`src/rtl/reg_fwd_ctrl.sv`:
```
// Pipeline control beside the register file: tracks EX/WB destinations, picks the forwarding
// source for each ID read port, drives the WB-slot write strobes and stalls on EX hazards or mul/div.
module reg_fwd_ctrl #(
   parameter int REG_NUM_WIDTH     = 4,
   parameter int REG_FORWARD_WIDTH = 2,
   parameter logic [REG_FORWARD_WIDTH-1:0] REG_FORWARD_REG_FILE = 2'b00,
   parameter logic [REG_FORWARD_WIDTH-1:0] REG_FORWARD_WB       = 2'b01,
   parameter logic [REG_FORWARD_WIDTH-1:0] REG_FORWARD_R0       = 2'b10,
   parameter int MULTI_CYCLES      = 4
) (
   input  logic                         clk,
   input  logic                         rst,
   input  logic [REG_NUM_WIDTH-1:0]     id_rn_1,
   input  logic [REG_NUM_WIDTH-1:0]     id_rn_2,
   input  logic                         id_use_1,
   input  logic                         id_use_2,
   input  logic                         id_valid,
   input  logic                         id_wr,
   input  logic [REG_NUM_WIDTH-1:0]     id_wrn,
   input  logic                         id_wr0,
   input  logic                         id_multi,
   input  logic                         flush,
   output logic [REG_FORWARD_WIDTH-1:0] reg_forward_1,
   output logic [REG_FORWARD_WIDTH-1:0] reg_forward_2,
   output logic                         stall,
   output logic                         wr,
   output logic [REG_NUM_WIDTH-1:0]     wrn,
   output logic                         wr0
);

   localparam int CNT_W = $clog2(MULTI_CYCLES + 1);

   logic                     ex_valid_q, ex_valid_d;
   logic                     ex_wr_q, ex_wr_d;
   logic [REG_NUM_WIDTH-1:0] ex_wrn_q, ex_wrn_d;
   logic                     ex_wr0_q, ex_wr0_d;
   logic                     wb_valid_q, wb_valid_d;
   logic                     wb_wr_q, wb_wr_d;
   logic [REG_NUM_WIDTH-1:0] wb_wrn_q, wb_wrn_d;
   logic                     wb_wr0_q, wb_wr0_d;
   logic [CNT_W-1:0]         busy_cnt_q, busy_cnt_d;

   logic busy, haz_1, haz_2;

   assign wr  = wb_valid_q & wb_wr_q;
   assign wrn = wb_wrn_q;
   assign wr0 = wb_valid_q & wb_wr0_q;

   // R0 side-port data takes priority over a plain WB write to register 0.
   function automatic logic [REG_FORWARD_WIDTH-1:0] fwd_sel(
      input logic                     use_i,
      input logic [REG_NUM_WIDTH-1:0] rn_i,
      input logic                     wr_i,
      input logic [REG_NUM_WIDTH-1:0] wrn_i,
      input logic                     wr0_i
   );
      if (!use_i)                 return REG_FORWARD_REG_FILE;
      else if (wr0_i && rn_i == '0) return REG_FORWARD_R0;
      else if (wr_i && wrn_i == rn_i) return REG_FORWARD_WB;
      else                        return REG_FORWARD_REG_FILE;
   endfunction

   assign reg_forward_1 = fwd_sel(id_use_1, id_rn_1, wr, wrn, wr0);
   assign reg_forward_2 = fwd_sel(id_use_2, id_rn_2, wr, wrn, wr0);

   assign haz_1 = id_valid & id_use_1 & ex_valid_q &
                  ((ex_wr_q & (ex_wrn_q == id_rn_1)) | (ex_wr0_q & (id_rn_1 == '0)));
   assign haz_2 = id_valid & id_use_2 & ex_valid_q &
                  ((ex_wr_q & (ex_wrn_q == id_rn_2)) | (ex_wr0_q & (id_rn_2 == '0)));
   assign busy  = (busy_cnt_q != '0);
   assign stall = haz_1 | haz_2 | busy;

   always_comb begin
      ex_valid_d = ex_valid_q;
      ex_wr_d    = ex_wr_q;
      ex_wrn_d   = ex_wrn_q;
      ex_wr0_d   = ex_wr0_q;
      wb_valid_d = 1'b0;
      wb_wr_d    = wb_wr_q;
      wb_wrn_d   = wb_wrn_q;
      wb_wr0_d   = wb_wr0_q;
      busy_cnt_d = busy_cnt_q;
      if (busy) begin
         // Multi-cycle op keeps EX; WB sees bubbles until it completes.
         busy_cnt_d = busy_cnt_q - 1'b1;
      end else begin
         wb_valid_d = ex_valid_q;
         wb_wr_d    = ex_wr_q;
         wb_wrn_d   = ex_wrn_q;
         wb_wr0_d   = ex_wr0_q;
         if (stall || flush || !id_valid) begin
            ex_valid_d = 1'b0;
            ex_wr_d    = 1'b0;
            ex_wrn_d   = '0;
            ex_wr0_d   = 1'b0;
         end else begin
            ex_valid_d = 1'b1;
            ex_wr_d    = id_wr;
            ex_wrn_d   = id_wrn;
            ex_wr0_d   = id_wr0;
            if (id_multi)
               busy_cnt_d = CNT_W'(MULTI_CYCLES - 1);
         end
      end
   end

   always_ff @(posedge clk or posedge rst) begin
      if (rst) begin
         ex_valid_q <= 1'b0;
         ex_wr_q    <= 1'b0;
         ex_wrn_q   <= '0;
         ex_wr0_q   <= 1'b0;
         wb_valid_q <= 1'b0;
         wb_wr_q    <= 1'b0;
         wb_wrn_q   <= '0;
         wb_wr0_q   <= 1'b0;
         busy_cnt_q <= '0;
      end else begin
         ex_valid_q <= ex_valid_d;
         ex_wr_q    <= ex_wr_d;
         ex_wrn_q   <= ex_wrn_d;
         ex_wr0_q   <= ex_wr0_d;
         wb_valid_q <= wb_valid_d;
         wb_wr_q    <= wb_wr_d;
         wb_wrn_q   <= wb_wrn_d;
         wb_wr0_q   <= wb_wr0_d;
         busy_cnt_q <= busy_cnt_d;
      end
   end

endmodule
```
`config.mk`:
```
export PLATFORM = sky130hd
export DESIGN_NAME = reg_fwd_ctrl
export DESIGN_NICKNAME = d
export VERILOG_FILES = /design/src/rtl/reg_fwd_ctrl.sv
export SDC_FILE = /design/constraint.sdc
export NUM_CORES = 1
export LEC_CHECK = 0
export ABC_AREA = 1
export BUFFER_PORTS_ARGS = -buffer_cell sky130_fd_sc_hd__buf_2
export CELL_PAD_IN_SITES_DETAIL_PLACEMENT = 0
export CELL_PAD_IN_SITES_GLOBAL_PLACEMENT = 1
export CORE_ASPECT_RATIO = 1.5
export CORE_UTILIZATION = 39
export DETAILED_ROUTE_END_ITERATION = 8
export PLACE_DENSITY = 0.81
export RECOVER_POWER = 50
export REMOVE_ABC_BUFFERS = 1
export SYNTH_ARGS = -nofsm -noshare
export SYNTH_HDL_FRONTEND = slang
export SYNTH_SLANG_ARGS = --single-unit
```
`constraint.sdc`:
```
create_clock -name clk -period 3.74 [get_ports clk]
set_clock_uncertainty 0.05 [all_clocks]
set_input_delay 0 -clock clk [delete_from_list [all_inputs] [get_ports clk]]
set_output_delay 0 -clock clk [all_outputs]
set_load 0.02 [all_outputs]
```
==> metrics <==
status=finished, final reports clean; WL/cell=12.1 um; switching component of the power=328 uW; DR vias=1,130; Comb power frac=44.2%; die area=0.00312 mm^2; number of setup buffers added after CTS=0; worst rel slew slack=57.7%; # nets final=219; Mapped Area=0.00113 mm^2; maximum clock path buffer count=2; Clock Latency Late Sink=0.25 ns; number of H-tree levels=1; Worst Path Required=3.69 ns; Setup violations, final=0; TritonCTS clock tree=done; warnings from Yosys=0; routed vias/inst=4.87; die width=45.9 um; worst path cell trace=inv_1 -> nand2_1 -> o21ai_0 -> a211oi_1 -> nand3_1 -> nor4_1 -> buf_2; FMAX=0.574 GHz; worst setup path class=reg -> out; Die Ht=67.9 um; CTS buffer count=3; n_diodes=0; initial antenna violation count=0; number of distinct library cells after synthesis=27; post-cts repair resize count=0; period utilization=46.6%; Worst Max-Slew Pin Slew=0.633 ns; hold bufs inserted after CTS=6; I/O pin total=32; setup TNS=0 ns; pre-CTS setup slack=2.24 ns; Final Max Slew Viols=0; Int Pwr=446 uW; total global routing overflow=0; first-pass GRT wire length=4710 um; Mapped Avg Cell Area=7.28 um^2; Worst Hold Class=in -> reg; CP bufs+invs=2; drt pass-1 iters=4; WP data arrival=1.69 ns; clock root buffer=clkbuf_8; Syn-to-layout area delta=26.4%; overall routing resource usage=21.1%; vias in the first global route=1,113; Flop pwr share=38.4%; Worst-path clk slew=0.06 ns; Worst setup SP type=flip-flop; RSZ-0062 raised after global routing=false; DP Wirelength=2330 um; Inst Count DP=222; R2R cell count=6; FP Rows=23; Clk pwr share=17.4%; delay-heaviest family, CP=flip-flops; initial DRC count=30; endpoints failing hold=0; crit path max fanout=5; share of cells above drive strength 1=26.2%; largest net degree at the start of global routing=19; LEAKAGE=0.769 nW; PwrDens=543 mW/mm^2; slowest CP cell=dfrtp_1; DRC=0; stages on the worst setup path=7; Worst Hold Path Cells=3; I/O Buffers=31; Seq/Total Area, Yosys=37.7%; maximum capacitance violations=0; Yosys reg bits=17; final wirelength=2820 um; Max stage delay on crit path=0.43 ns; Core Area=0.00271 mm^2; Initial Utilization=41.7%; Crit. End Element=primary output; RePlAce Congestion=0.878; filler instances=314; cell count after synthesis=155; Switching Share=42.4%; Final ANT Viol Nets=0; Final WS setup=2.00 ns; final cell count without fillers=232; Peak VDD IR=0.374 mV; Clock Sinks=17; fin crit period=1.74 ns
routing by layer:
metal / wire length (um) / vias up / global-route usage (%)
li1: - / 583 / -
met1: 1140 / 508 / 23.4
met2: 1510 / 32 / 39.3
met3: 100 / 7 / 1.58
met4: 63 / 0 / 9.19
met5: 0 / - / 0
cell usage in the layout, fill, tap and decap left out, types with 2 or more instances in the layout:
cell type and count:
nor3_1 3, nand3_1 6, dfrtp_1 17, nor4_1 2
nand4_1 8, clkbuf_1 5, o21ai_0 10, inv_2 7
o22ai_1 4, inv_1 20, nor2_2 2, nand2_2 2
nor2_1 12, ha_1 2, buf_2 26, nand2_1 42
o21ai_1 3, nand2_4 4, dlygate4sd3_1 6, clkbuf_8 3
per-stage QoR:
step	power [mW]	instance area (um^2)	utilization, %	hold WS (ns)
after global routing	0.847	1430	52.7	0.0461
after floorplan	0.549	1120	-	-0.124
after CTS	0.788	1430	53.0	0.0128
after detailed placement	0.644	1330	49.0	0.0576
after global placement	0.634	1330	49.0	0.0491
final	0.774	1430	52.7	0.0168
worst paths after layout:
check	slack, ns	to	startpoint
min in group asynchronous	0.32	busy_cnt_q[2]$_DFFE_PP0P_	rst
max	2.00	reg_forward_1[0]	wrn[3]$_DFFE_PP0P_
max in group asynchronous	2.91	wrn[2]$_DFFE_PP0P_	rst
max reg2reg	2.25	busy_cnt_q[1]$_DFFE_PP0P_	busy_cnt_q[0]$_DFFE_PP0P_
min	0.02	ex_wrn_q[0]$_DFFE_PP0P_	id_wrn[0]
min reg2reg	0.42	busy_cnt_q[2]$_DFFE_PP0P_	busy_cnt_q[2]$_DFFE_PP0P_
cells in the mapped netlist:
cell type   n  area [um^2]
a211oi_1    1         7.51
a21oi_1     1         5.00
a21oi_4     1         16.3
clkbuf_1    1         3.75
dfrtp_1    17          425
ha_1        2         25.0
inv_1      20         75.1
inv_2       7         26.3
nand2_1    42          158
nand2_2     2         12.5
nand2_4     4         45.0
nand3_1     6         30.0
nand3_2     1         10.0
nand3b_1    1         7.51
nand4_1     8         50.1
nor2_1     12         45.0
nor2_2      2         12.5
nor3_1      3         15.0
nor3_2      1         10.0
nor4_1      2         12.5
o21ai_0    10         50.1
o21ai_1     3         15.0
o21bai_4    1         18.8
o22ai_1     4         25.0
o22ai_2     1         12.5
or2_2       1         6.26
xnor2_1     1         8.76
cell type report:
type                            instances  area, um^2  share of cell area, %
Tap cell                               37        46.3                   3.25
Sequential cell                        17         425                   29.8
Clock buffer                            3        41.3                   2.89
Clock inverter                          1        5.00                  0.351
Timing Repair Buffer                   37         209                   14.6
Inverter                               27         101                   7.11
Multi-Input combinational cell        110         598                   41.9
tightest hold or removal path: cells and delay by family:
family,cells,cell delay [ns]
AO/OA/AOI/OAI,1,0.10
buffers and inverters,1,0.08
AND/OR/NAND/NOR,1,0.10
power groups by stage:
stage / clock network (mW) / logic, mW / registers, mW
floorplan: 0 / 0.252 / 0.297
global placement: 0 / 0.335 / 0.299
detailed placement: 0 / 0.344 / 0.300
CTS: 0.140 / 0.351 / 0.297
global route: 0.144 / 0.396 / 0.307
finish: 0.135 / 0.342 / 0.297
flip-flops by register name, indices dropped and copies added, names as in the netlist:
name,cells
ex_valid_q,1
ex_wrn_q,4
ex_wr0_q,1
wb_valid_q,1
wb_wr0_q,1
wb_wr_q,1
wrn,4
ex_wr_q,1
busy_cnt_q,3
kinds of logic after synthesis:
family,after synthesis,share of synthesized area [%]
simple gates,85,36.7
buf+inv,28,9.31
compound gates,22,13.3
flops,17,37.7
fa+ha+maj,2,2.22
xor+xnor,1,0.776
Note: power is estimated with default switching activity, not from simulation.
